--- src/rtl/uart_tx_pkg.sv ---
// Shared definitions for the memory-mapped UART transmitter: register
// addresses, TXSTAT bit positions and the shift FSM state encoding.
// Optional feature macro: UART_TX_PARITY_EN (adds an even-parity bit).
package uart_tx_pkg;

  localparam logic [31:0] TXDATA_ADDR = 32'hFFFF_0040;
  localparam logic [31:0] TXSTAT_ADDR = 32'hFFFF_0044;
  localparam logic [31:0] TXACK_ADDR  = 32'hFFFF_0048;

  localparam int unsigned STAT_EMPTY    = 0;
  localparam int unsigned STAT_FULL     = 1;
  localparam int unsigned STAT_BUSY     = 2;
  localparam int unsigned STAT_OVERFLOW = 3;
  localparam int unsigned STAT_IRQ      = 4;

  typedef enum logic [2:0] {
    ST_IDLE   = 3'd0,
    ST_START  = 3'd1,
    ST_DATA   = 3'd2,
`ifdef UART_TX_PARITY_EN
    ST_PARITY = 3'd3,
`endif
    ST_STOP   = 3'd4
  } tx_state_e;

  // True when the address hits any of the three block registers.
  function automatic logic is_block_addr(input logic [31:0] addr);
    return (addr == TXDATA_ADDR) || (addr == TXSTAT_ADDR) || (addr == TXACK_ADDR);
  endfunction

endpackage

--- src/rtl/uart_tx_fifo.sv ---
// Byte FIFO feeding the UART shifter. DEPTH must be a power of two so the
// pointers wrap for free. A push while full is only taken when a pop
// happens in the same cycle; a pop while empty is ignored.
module uart_tx_fifo #(
  parameter  int unsigned DEPTH = 4,
  localparam int unsigned AW    = $clog2(DEPTH)
) (
  input  logic          clk,
  input  logic          reset,
  input  logic          push,
  input  logic          pop,
  input  logic [7:0]    wdata,
  output logic [7:0]    rdata,
  output logic          empty,
  output logic          full,
  output logic [AW:0]   count
);

  logic [7:0]    mem [DEPTH];
  logic [AW-1:0] wr_ptr;
  logic [AW-1:0] rd_ptr;
  logic [AW:0]   cnt_q;
  logic          do_push;
  logic          do_pop;

  assign empty   = (cnt_q == '0);
  assign full    = (cnt_q == (AW+1)'(DEPTH));
  assign do_pop  = pop && !empty;
  assign do_push = push && (!full || do_pop);
  assign rdata   = mem[rd_ptr];
  assign count   = cnt_q;

  // Storage write port.
  // NOTE: the data array has no reset; empty/count guard every read, so
  // clearing it would only cost reset fan-out.
  always_ff @(posedge clk) begin
    if (do_push) mem[wr_ptr] <= wdata;
  end

  // Pointer and occupancy bookkeeping.
  // NOTE: sequential state uses non-blocking assignments so every register
  // samples pre-edge values regardless of statement order.
  always_ff @(posedge clk or negedge reset) begin
    if (!reset) begin
      wr_ptr <= '0;
      rd_ptr <= '0;
      cnt_q  <= '0;
    end else begin
      if (do_push) wr_ptr <= wr_ptr + 1'b1;
      if (do_pop)  rd_ptr <= rd_ptr + 1'b1;
      unique case ({do_push, do_pop})
        2'b10:   cnt_q <= cnt_q + 1'b1;
        2'b01:   cnt_q <= cnt_q - 1'b1;
        default: cnt_q <= cnt_q;
      endcase
    end
  end

endmodule

--- src/rtl/mmio_uart_tx.sv ---
// Memory-mapped UART transmitter: TXDATA/TXSTAT/TXACK register decode,
// transmit FIFO, baud counter and the start/data/stop shift FSM.
// Optional feature macro: UART_TX_PARITY_EN (even parity bit after data).
module mmio_uart_tx
  import uart_tx_pkg::*;
#(
  parameter int unsigned DIV   = 16,
  parameter int unsigned DEPTH = 4
) (
  input  logic        clk,
  input  logic        reset,
  output logic        TxInterrupt,
  output logic [31:0] cycle,
  output logic        TxAddress,
  input  logic [31:0] data,
  input  logic [31:0] address,
  input  logic        MemRead,
  input  logic        MemWrite,
  output logic        tx
);

  localparam int unsigned CW = $clog2(DEPTH) + 1;

  tx_state_e     state_q;
  tx_state_e     state_d;
  logic [15:0]   baud_cnt;
  logic          bit_end;
  logic [2:0]    bit_idx;
  logic [7:0]    shreg;
  logic          line_bit;
  logic          busy;

  logic          fifo_push;
  logic          fifo_pop;
  logic [7:0]    fifo_rdata;
  logic          fifo_empty;
  logic          fifo_full;
  logic [CW-1:0] unused_fifo_count;
  logic          unused_data;

  logic          wr_txdata;
  logic          wr_txack;
  logic          push_ok;
  logic          ovf_event;
  logic          irq_event;
  logic          irq_pending;
  logic          overflow;
  logic [31:0]   stat_word;

  assign unused_data = ^data[31:8];

  // Register decode: all combinational so the data memory can be gated off
  // in the same cycle.
  assign TxAddress = is_block_addr(address);
  assign wr_txdata = MemWrite && (address == TXDATA_ADDR);
  assign wr_txack  = MemWrite && (address == TXACK_ADDR);

  // A full FIFO still accepts a byte when the shifter pops in the same cycle.
  assign push_ok   = !fifo_full || fifo_pop;
  assign fifo_push = wr_txdata && push_ok;
  assign ovf_event = wr_txdata && !push_ok;

  uart_tx_fifo #(.DEPTH(DEPTH)) u_fifo (
    .clk   (clk),
    .reset (reset),
    .push  (fifo_push),
    .pop   (fifo_pop),
    .wdata (data[7:0]),
    .rdata (fifo_rdata),
    .empty (fifo_empty),
    .full  (fifo_full),
    .count (unused_fifo_count)
  );

  assign bit_end = (state_q != ST_IDLE) && (baud_cnt == 16'(DIV - 1));
  assign busy    = (state_q != ST_IDLE);

  // Shift FSM state register.
  always_ff @(posedge clk or negedge reset) begin
    if (!reset) state_q <= ST_IDLE;
    else        state_q <= state_d;
  end

  // Next-state, line level and FIFO pop request.
  // NOTE: every output gets a default before the case so no path leaves a
  // variable unassigned and no latch is inferred.
  always_comb begin
    state_d   = state_q;
    line_bit  = 1'b1;
    fifo_pop  = 1'b0;
    irq_event = 1'b0;
    unique case (state_q)
      ST_IDLE: begin
        if (!fifo_empty) begin
          fifo_pop = 1'b1;
          state_d  = ST_START;
        end
      end
      ST_START: begin
        line_bit = 1'b0;
        if (bit_end) state_d = ST_DATA;
      end
      ST_DATA: begin
        line_bit = shreg[bit_idx];
        if (bit_end && (bit_idx == 3'd7)) begin
`ifdef UART_TX_PARITY_EN
          state_d = ST_PARITY;
`else
          state_d = ST_STOP;
`endif
        end
      end
`ifdef UART_TX_PARITY_EN
      ST_PARITY: begin
        line_bit = ^shreg;
        if (bit_end) state_d = ST_STOP;
      end
`endif
      ST_STOP: begin
        line_bit = 1'b1;
        if (bit_end) begin
          // Back-to-back frames: the next start bit follows with no idle bit.
          if (!fifo_empty) begin
            fifo_pop = 1'b1;
            state_d  = ST_START;
          end else begin
            irq_event = 1'b1;
            state_d   = ST_IDLE;
          end
        end
      end
      default: state_d = ST_IDLE;
    endcase
  end

  // The line is driven straight from the state so reset forces it high at once.
  assign tx = line_bit;

  // Baud counter, data bit index and the byte being shifted.
  always_ff @(posedge clk or negedge reset) begin
    if (!reset) begin
      baud_cnt <= '0;
      bit_idx  <= '0;
      shreg    <= '0;
    end else begin
      if (!busy || bit_end) baud_cnt <= '0;
      else                  baud_cnt <= baud_cnt + 16'd1;

      if (fifo_pop) begin
        shreg   <= fifo_rdata;
        bit_idx <= '0;
      end else if ((state_q == ST_DATA) && bit_end) begin
        bit_idx <= bit_idx + 3'd1;
      end
    end
  end

  // Sticky status flags; a set event in the same cycle as TXACK wins.
  always_ff @(posedge clk or negedge reset) begin
    if (!reset) begin
      irq_pending <= 1'b0;
      overflow    <= 1'b0;
    end else begin
      if (irq_event)     irq_pending <= 1'b1;
      else if (wr_txack) irq_pending <= 1'b0;

      if (ovf_event)     overflow <= 1'b1;
      else if (wr_txack) overflow <= 1'b0;
    end
  end

  assign TxInterrupt = irq_pending;

  // TXSTAT word and load data; only TXSTAT returns non-zero data.
  always_comb begin
    stat_word                = '0;
    stat_word[STAT_EMPTY]    = fifo_empty;
    stat_word[STAT_FULL]     = fifo_full;
    stat_word[STAT_BUSY]     = busy;
    stat_word[STAT_OVERFLOW] = overflow;
    stat_word[STAT_IRQ]      = irq_pending;
  end

  assign cycle = (MemRead && (address == TXSTAT_ADDR)) ? stat_word : 32'd0;

endmodule
--- config.mk ---
export PLATFORM = sky130hd
export DESIGN_NAME = mmio_uart_tx
export DESIGN_NICKNAME = d
export VERILOG_FILES = /design/src/rtl/uart_tx_pkg.sv /design/src/rtl/uart_tx_fifo.sv /design/src/rtl/mmio_uart_tx.sv
export SDC_FILE = /design/constraint.sdc
export NUM_CORES = 1
export LEC_CHECK = 0
export ABC_AREA = 1
export CORE_MARGIN = 2
export CORE_UTILIZATION = 37
export DETAILED_ROUTE_END_ITERATION = 12
export SETUP_SLACK_MARGIN = 0.3
export SLEW_MARGIN = 20
export SYNTH_ARGS = -nofsm -noshare
export SYNTH_HDL_FRONTEND = slang
export SYNTH_SLANG_ARGS = --single-unit
--- constraint.sdc ---
create_clock -name clk -period 2.59 [get_ports clk]
set_input_delay 0.518 -clock clk [delete_from_list [all_inputs] [get_ports clk]]
set_output_delay 0.518 -clock clk [all_outputs]
set_load 0.01 [all_outputs]
Word level (Yosys, flattened, before mapping):

Memory sizes are Yosys's and may differ from the RTL's. A register that Yosys moved wholly into a read port is not among the register bits.
Index checks and enable logic that the tools add are counted.

* register bits after elaboration: 31
* memory bits (writable): 32
* input port bits: 68
* output and inout port bits: 35
* logic and storage cells: 84
* memories kept: 1

* $add $sub $neg: 6
* magnitude comparators: 1
* eq/ne operators: 15
* mux-type cells: 25
* reduce and logical (&&, ||, !) cells: 28

Memories
* u_fifo.mem: depth 4, width 8, rd ports 1, clocked after memory_dff 1, write ports 1, line uart_tx_fifo.sv:19 `logic [7:0] mem [DEPTH];`

Operator list (count)
* $eq A32 B32 Y1 const B: 3
* $mux W3: 6
* $add A16 B1 Y16 const B: 1
* $eq A16 B4 Y1 const B: 1
* $mux W16: 1
* $mux W1: 12
* $pmux W3 S4: 1
* $logic_and A1 B1 Y1: 10
* $eq A3 B3 Y1 const B: 3
* $ne A2 B2 Y1 const B: 4
* $reduce_bool A2 Y1: 4
* $add A3 B1 Y3 const B: 2
* $logic_not A3 Y1: 2
* $pmux W3 S2: 1
* $logic_not A1 Y1: 5
* $logic_or A1 B1 Y1: 5
* $mux W5: 1
* $add A2 B1 Y2 const B: 2
* $lt A3 B4 Y1 const B: 1
* $pmux W1 S2: 2
* $reduce_and A4 Y1: 1
* $bmux W1 S3: 1
* $eq A3 B1 Y1 const B: 1
* $eq A3 B2 Y1 const B: 1
* 4 further kinds: 4

Logic depth before layout (Yosys ltp):

Gate-level depths: netlist (run 1).

* depth in word-level cells: 9
* gate-level depth with buffers: 14
* mapped depth without buffers: 14

Hierarchy:

Synthesis (run 1) repeated with hierarchy kept, for this count alone.

* cells, all modules: 459
* area, all modules: 3893.7 sq um

Modules (own cells, without submodules)
* mmio_uart_tx: times used 1, cells each 326, area an instance 2244.7 sq um, sequential area each 800.8 sq um
* uart_tx_fifo: times used 1, cells each 133, area an instance 1649.1 sq um, sequential area each 1136.1 sq um

Worst setup path after synthesis (run 1):

OpenSTA, ideal clock, no wires.

* path type: register -> register
* start: register baud_cnt[0]
* end: register u_fifo.cnt_q[2] (netlist: u_fifo.count[2])
* setup time: 0.131 ns
* arrival: 2.105 ns
* data required time: 2.459 ns
* path slack: 0.354 ns
* cell stages (with the launch flop): 15
* path buffers: 0
* period minus slack after synthesis: 2.236 ns
* cell sequence: dfrtp_1 > ha_1 > nand3_1 > nor2_2 > nand2_2 > nand2_2 > nand2_2 > nand2_2 > nand2_2 > ha_1 > inv_1 > fa_1 > a21oi_1 > o21ai_0 > xor2_1

* cells in the longest elaborated chain, start to end: 9
* elaborated cells on any way between the ends: 13
* those cells by class: eq/ne: 3; mux: 3; reduce/logical: 7

Ends and longest elaborated chain
* start: declaration: line mmio_uart_tx.sv:26 `logic [15:0] baud_cnt;`
* start signal: assignment: line mmio_uart_tx.sv:147 `else baud_cnt <= baud_cnt + 16'd1;`
* $eq A16 B4 Y1 *: line mmio_uart_tx.sv:75 `assign bit_end = (state_q != ST_IDLE) && (baud_cnt == 16'(DIV - 1));`
* $logic_and A1 B1 Y1 *: line mmio_uart_tx.sv:75
* $mux W1 *: line mmio_uart_tx.sv:121 `if (bit_end) begin`
* $pmux W1 S2 *: line mmio_uart_tx.sv:92 `unique case (state_q)`
* $logic_or A1 B1 Y1 or $logic_and A1 B1 Y1 (tied branches): line mmio_uart_tx.sv:59, uart_tx_fifo.sv:28
* $logic_and A1 B1 Y1 or $logic_or A1 B1 Y1 (tied branches): line mmio_uart_tx.sv:60, uart_tx_fifo.sv:29
* $logic_and A1 B1 Y1: line uart_tx_fifo.sv:29 `assign do_push = push && (!full || do_pop);`
* $eq A2 B1 Y1 or $eq A2 B2 Y1 (tied branches): line uart_tx_fifo.sv:51 `unique case ({do_push, do_pop})`
* $pmux W3 S2 or $reduce_bool A2 Y1 (tied branches)
* end signal: assignment: line uart_tx_fifo.sv:52 `2'b10: cnt_q <= cnt_q + 1'b1;`
* end signal: assignment: line uart_tx_fifo.sv:53 `2'b01: cnt_q <= cnt_q - 1'b1;`
* end signal: assignment: line uart_tx_fifo.sv:54 `default: cnt_q <= cnt_q;`
* end: declaration: line uart_tx_fifo.sv:22 `logic [AW:0] cnt_q;`

Every way passes the cells marked *; elsewhere a longest branch is shown, timed or not.
A chain may end at the register's enable or synchronous reset.

Final worst setup path (run 1):

* start: input address[6]
* end: output cycle[1]

* cells in the longest elaborated chain, start to end: 3

Ends and longest elaborated chain
* start: declaration: line mmio_uart_tx.sv:16 `input logic [31:0] address,`
* $eq A32 B32 Y1: line mmio_uart_tx.sv:184 `assign cycle = (MemRead && (address == TXSTAT_ADDR)) ? stat_word : 32'd0;`
* $logic_and A1 B1 Y1: line mmio_uart_tx.sv:184
* $mux W5: line mmio_uart_tx.sv:184
* end: declaration: line mmio_uart_tx.sv:13 `output logic [31:0] cycle,`

No other way between the ends.

==> summary.txt, run 1 <==
Synth
  – Synth Cell Area: 0.00377 mm2
  – Register area share after synthesis: 51.4%
  – Syn. warnings: 0
  – Syn avg cell area: 8.45 um2
  – Flops & latches, synth: 71
  – Post-Syn Instances: 446
  – Netlist cell types: 32

Detailed routing
  – Drt drc: 0
  – Via Count: 3,151
  – Drt total wl: 8330 um
  – 1st-pass router iterations: 5
  – Starting DRT DRC Count: 132
  – DR WL/cell: 12.2 um
  – Avg Vias per Cell: 4.62
  – Antenna-violating nets left: 0

Critical path
  – Crit path capture type: output port
  – Worst endpoint required time: 2.07 ns
  – Maximum fanout along the worst path: 5
  – Worst setup SP type: input pin
  – Worst Reg2Reg Path Length in Cells: 14
  – Setup CP Type: input pin to output port
  – Crit path DAT: 1.73 ns

STA
  – Fmax achieved: 445 MHz
  – Final worst path period share: 86.8%
  – Final Hold Fails: 0
  – RSZ-0062 raised after global routing: yes
  – Post-Route Setup TNS: 0 ns
  – Worst slew margin: 41.8%
  – # setup viols final: 0
  – Min Tclk post-route: 2.25 ns
  – Final hold slack: 0.270 ns
  – Worst slew pin tran: 0.872 ns
  – Skew final: 0.00975 ns
  – Slew Viols, Final: 0

Clock tree
  – CTS buffer count: 9
  – H-tree levels: 3
  – Clk slew on worst S/H paths: 0.09 ns
  – CTS max path bufs: 2
  – Clk_lat worst skew: 0.35 ns
  – Clk sinks: 71
  – Clock tree from TritonCTS: done
  – CTS root buf: clkbuf_8

Placement
  – Port Buffer Count: 51
  – Post-DP HPWL: 5670 um
  – Placer Congestion: 0.835

Job
  – Max-Cap Viols: 0

Floorplanning
  – Die W: 105 um
  – Die Y-Extent: 105 um
  – Starting Density: 38.4%
  – Die area: 0.0110 mm2
  – Core Region: 0.00982 mm2
  – Num ports: 103
  – Num rows: 36

Global route
  – Vias in the first global route: 3,108
  – Initial antenna violation count: 0
  – First-pass GRT wire length: 13,800 um
  – Pin count of the biggest net entering global routing: 40
  – Total global-route track usage: 15.5%
  – Congestion Overflow GR: 0

Power and ir drop
  – P_leak: 2.27 nW
  – Seq pwr share: 54.2%
  – P_sw: 0.556 mW
  – Peak supply drop: 0.293 mV
  – Power share of the combinational group: 5.7%
  – Clock Power Share: 40.1%
  – Sw Share: 25.6%
  – Cell area power density: 446 mW/mm2
  – Internal: 1.61 mW

Layout
  – Fillers: 972
  – Area grow syn2layout: 29.3%
  – Share of post-route cells with drive strength above 1: 19.9%
  – Final nets: 621
  – Ant. Diodes: 0

Run status
  – Status: finished clean

Min path
  – HP Class: input pin to asynchronous set/reset pin
[cell usage in the layout (no fill, tap or decap), types with 8 or more instances in the layout]
| cell | instances |
|---|---|
| nor2_1 | 68 |
| dfrtp_1 | 36 |
| clkbuf_8 | 9 |
| o22ai_1 | 8 |
| a21oi_1 | 12 |
| conb_1 | 27 |
| o21ai_0 | 33 |
| buf_4 | 42 |
| clkdlybuf4s15_1 | 12 |
| edfxtp_1 | 32 |
| nand3_1 | 18 |
| inv_1 | 51 |
| clkdlybuf4s50_1 | 11 |
| dlygate4sd2_1 | 14 |
| nor2_2 | 11 |
| nand2_1 | 81 |
[area by class of cell]
type	count	area [um2]	area share, %
flip-flops and latches	71	1940	39.8
multi-input cells	311	1580	32.4
repair buffers	95	776	15.9
inverters	56	210	4.32
well taps	133	166	3.42
clock buffers	9	124	2.54
clock inverters	7	73.8	1.52
[final timing paths]
path	start	end	slack [ns]
min	reset	baud_cnt[12]	0.27
min reg2reg	shreg[0]	shreg[0]	0.48
min in group clk	shreg[0]	shreg[0]	0.48
max reg2reg	baud_cnt[1]	u_fifo.count[2]	0.43
max	address[6]	cycle[1]	0.34
max in group asynchronous	reset	bit_idx[0]	1.71
[power by group through the flow]
stage / logic (mW) / clock network (mW) / registers (mW)
floorplan: 0.0634 / 0 / 1.20
global route: 0.138 / 0.939 / 1.18
finish: 0.124 / 0.871 / 1.18
global placement: 0.122 / 0 / 1.20
detailed placement: 0.124 / 0 / 1.20
CTS: 0.118 / 0.899 / 1.18
[cells in the mapped netlist, drive strengths merged]
cell type	n	area, um2
o211ai	1	7.51
a21oi	13	65.1
xnor2	1	8.76
and3	1	6.26
o21bai	1	7.51
buf	33	248
inv	55	206
dfrtp	39	976
nand2	89	347
fa	1	20.0
nor3	8	45.0
clkbuf	1	3.75
nor2	82	320
nand3	20	105
nor3b	1	7.51
o21ai	39	195
o211a	1	10.0
xor2	3	26.3
nand4	7	43.8
o22ai	8	50.1
edfxtp	32	961
clkinv	1	3.75
ha	8	100
conb	1	3.75
[timing repair]
item / CTS / global route
pin swaps: 25 / 28
hold buffers: 0 / 0
setup buffers: 19 / 6
endpoints found under the setup margin: 9 / 11
resized for setup: 71 / 45
[metal layers]
metal	wire length [um]	track usage (%)
met1	3590	18.3
met3	263	3.93
met4	119	5.52
met5	0	0
met2	4360	27.4
[critical path, cell delays in order]
cell and delay, ns:
clkdlybuf4s15_1 0.16, nand2_1 0.06, nor2_2 0.18, inv_2 0.07
nor3_4 0.17, nand4_1 0.21, nor2_1 0.19, buf_2 0.16
[per-stage QoR]
step	area (um2)	cells	power, mW	setup WS, ns	utilization [%]
floorplan	3860	472	1.26	0.354	-
global placement	4430	641	1.32	-0.299	45.1
detailed placement	4430	641	1.33	-0.338	45.1
CTS	4750	676	2.19	0.301	48.3
global route	4870	682	2.25	0.231	49.6
finish	4870	682	2.17	0.342	49.6
[state kept, by name, summed over array words and instances (netlist names)]
| name | count |
|---|---|
| TxInterrupt | 1 |
| baud_cnt | 16 |
| bit_idx | 3 |
| overflow | 1 |
| shreg | 8 |
| state_q | 3 |
| u_fifo.count | 3 |
| u_fifo.mem | 32 |
| u_fifo.rd_ptr | 2 |
| u_fifo.wr_ptr | 2 |
[cell families (layout without fill, tap and decap cells)]
family,Yosys count,after routing,share of synthesized area [%]
xor gates and xnor gates,4,4,0.930
and+or+nand+nor,208,208,23.2
AOI/OAI and AO/OA,63,63,8.90
other,1,27,0.0995
buffers and inverters,90,167,12.3
adders and majority gates,9,9,3.19
DFF,71,71,51.4
No activity file was read; power rests on OpenSTA's default activity.
==> run 2: changes to the inputs <==
==> constraint.sdc (replaced) <==
create_clock -name clk -period 2.49 [get_ports clk]
set_input_delay 0.498 -clock clk [delete_from_list [all_inputs] [get_ports clk]]
set_output_delay 0.498 -clock clk [all_outputs]
set_load 0.01 [all_outputs]
==> run 2 against run 1 <==
Effect of this change:
- wire length shrank 8.2%
- via count shrank 4.9%
- non-clock buffer count shrank 9
- global-route usage shrank 1.1 points
- clock skew grew 0.00077 ns
- register-to-register slack lost 0.06 ns
- design area shrank 2.2%
- critical path depth grew 6
- largest cell class unchanged
- highest routed layer unchanged
==> summary.txt, run 2 (synthesis results as in run 1) <==
Run status
  – Status: finished clean (unchanged)

Floorplanning
  – Starting Density: 38.4% (unchanged)
  – Die Y-Extent: 105 um (unchanged)
  – Core Region: 0.00982 mm2 (unchanged)
  – Die area: 0.0110 mm2 (unchanged)
  – Num rows: 36 (unchanged)
  – Num ports: 103 (unchanged)
  – Die W: 105 um (unchanged)

Layout
  – Multi-input gate area: 0.00159 mm2 (was 0.00158 mm2)
  – FF/Latch Area: 0.00194 mm2 (about the same)
  – Most common cell after layout, fill and taps aside: nand2_1 (unchanged)
  – Area grow syn2layout: 26.5% (was 29.3%)
  – Commonest non-fill, non-tap cells in the layout: nand2_1 (79), nor2_1 (67), inv_1 (48) (was nand2_1 (81), nor2_1 (68), inv_1 (51))
  – Final Cell Area: 0.00477 mm2 (was 0.00487 mm2)
  – Max reg flops: 32 (unchanged)
  – Share of post-route cells with drive strength above 1: 21.1% (was 19.9%)
  – Most flops, register: u_fifo.mem (unchanged)
  – Fillers: 942 (was 972)
  – Final nets: 612 (was 621)
  – Regs by FF count: u_fifo.mem: 32 flops, baud_cnt: 16 flops, shreg: 8 flops (unchanged)
  – Ant. Diodes: 0 (unchanged)

STA
  – Worst slew pin tran: 0.902 ns (was 0.872 ns)
  – RSZ-0062 raised after global routing: yes (unchanged)
  – # setup viols final: 0 (unchanged)
  – Fmax achieved: 473 MHz
  – Setup ws final: 0.374 ns (was 0.342 ns)
  – Skew final: 0.0105 ns (was 0.00975 ns)
  – Final Hold Fails: 0 (unchanged)
  – Worst slew margin: 39.8% (was 41.8%)
  – Slew Viols, Final: 0 (unchanged)
  – Final worst path period share: 85.0%
  – Min Tclk post-route: 2.12 ns

Job
  – Max-Cap Viols: 0 (unchanged)

Global route
  – Met1 track utilization from global routing: 18.5% (was 18.3%)
  – Pin count of the biggest net entering global routing: 40 (unchanged)
  – Met3 usage: 3.37% (was 3.93%)
  – Vias in the first global route: 2,861 (was 3,108)
  – Top Usage Layer GRT: met2 (unchanged)
  – Met2 usage: 24.1% (was 27.4%)
  – Initial antenna violation count: 0 (unchanged)
  – Congestion Overflow GR: 0 (unchanged)
  – Total global-route track usage: 14.4% (was 15.5%)
  – First-pass GRT wire length: 12,900 um (was 13,800 um)

Clock tree
  – Clk sinks: 71 (unchanged)
  – Hold_buf cts: 0 (unchanged)
  – Clk slew on worst S/H paths: 0.08 ns (was 0.09 ns)
  – CTS max path bufs: 2 (unchanged)
  – CTS buffer count: 9 (unchanged)
  – Clock tree from TritonCTS: done (unchanged)
  – CTS root buf: clkbuf_8 (unchanged)
  – H-tree levels: 3 (unchanged)
  – Clk_lat worst skew: 0.35 ns (about the same)

Placement
  – Post-DP HPWL: 5440 um (was 5670 um)
  – Dpl cell area: 0.00443 mm2 (unchanged)
  – Placer Congestion: 0.790 (was 0.835)
  – Pre-CTS WS: -0.424 ns (was -0.338 ns)
  – Port Buffer Count: 51 (unchanged)

Critical path
  – Maximum fanout along the worst path: 3 (was 5)
  – FF-to-FF Start: baud_cnt[0] (was baud_cnt[1])
  – Setup crit start: baud_cnt[0] (was address[6])
  – Worst setup SP type: register (was input pin)
  – Worst endpoint required time: 2.72 ns (was 2.07 ns)
  – Setup CP Type: register to register (was input pin to output port)
  – Crit path capture type: register (was output port)
  – Crit path DAT: 2.35 ns (was 1.73 ns)

Detailed routing
  – Antenna-violating nets left: 0 (unchanged)
  – DR WL/cell: 11.4 um (was 12.2 um)
  – Drt drc: 0 (unchanged)
  – Drt total wl: 7650 um (was 8330 um)
  – Starting DRT DRC Count: 100 (was 132)
  – Via Count: 2,996 (was 3,151)
  – 1st-pass router iterations: 4 (was 5)
  – Avg Vias per Cell: 4.45 (was 4.62)

Power and ir drop
  – Peak supply drop: 0.334 mV (was 0.293 mV)
  – P_leak: 2.20 nW (was 2.27 nW)
  – Cell area power density: 464 mW/mm2 (was 446 mW/mm2)

Min path
  – HP Class: input pin to asynchronous set/reset pin (unchanged)
[run 2: layer usage]
layer	routed length, um	share of wire, %
met1	3580	47
met2	3770	49
met3	244	3.2
met5	0	0
met4	61	0.80
[run 2: area by class of cell]
cell class / count / area share, %
flip-flops and latches: 71 / 40.7
multi-input cells: 311 / 33.3
repair buffers: 86 / 14.2
inverters: 56 / 4.41
well taps: 133 / 3.49
clock buffers: 9 / 2.60
clock inverters: 7 / 1.29
[run 2: timing repair]
action	in CTS	in global routing
setup buffers	7	10
hold endpoints to repair	0	0
pin swaps	22	27
gates cloned	0	0
endpoints found under the setup margin	41	9
resized for setup	75	59
[run 2: worst paths after layout]
path                                        end  slack [ns]  depth (start not counted)
worst max-delay path            u_fifo.count[2]        0.37                         14
worst min-delay path               baud_cnt[12]        0.27                          1
worst max register to register  u_fifo.count[2]        0.37                         14
worst min register to register      baud_cnt[0]        0.47                          1
max in group asynchronous            bit_idx[0]        1.59                          1
min in group clk                    baud_cnt[0]        0.47                          1
[run 2: power breakdown]
part,total [mW],internal [mW],switching (mW)
combinational,0.120,0.0533,0.0669
clock,0.868,0.380,0.488
sequential,1.22,1.22,0.00000000164
total,2.21,1.66,0.554
[run 2: per-stage QoR]
| step | utilization, % | cells | hold slack [ns] | power [mW] | setup TNS, ns |
|---|---|---|---|---|---|
| after global placement | 45.1 | 640 | 0.458 | 1.38 | -5.14 |
| after CTS | 47.3 | 663 | 0.296 | 2.24 | 0 |
| final | 48.5 | 673 | 0.272 | 2.21 | 0 |
| after global routing | 48.5 | 673 | 0.330 | 2.30 | 0 |
| after detailed placement | 45.1 | 640 | 0.455 | 1.38 | -6.70 |
| after floorplan | - | 472 | 0.202 | 1.32 | 0 |
[run 2: critical path: stages, from the launching register on]
cell and delay [ns]:
dfrtp_1 0.40, ha_2 0.22, nand3_4 0.10, nor2_4 0.04, nand2_2 0.08, nand2_2 0.06
nand2_4 0.09, nand2_4 0.07, nand2_4 0.09, ha_4 0.12, inv_2 0.04, fa_2 0.36
a21oi_2 0.12, o21ai_1 0.08, xor2_1 0.14
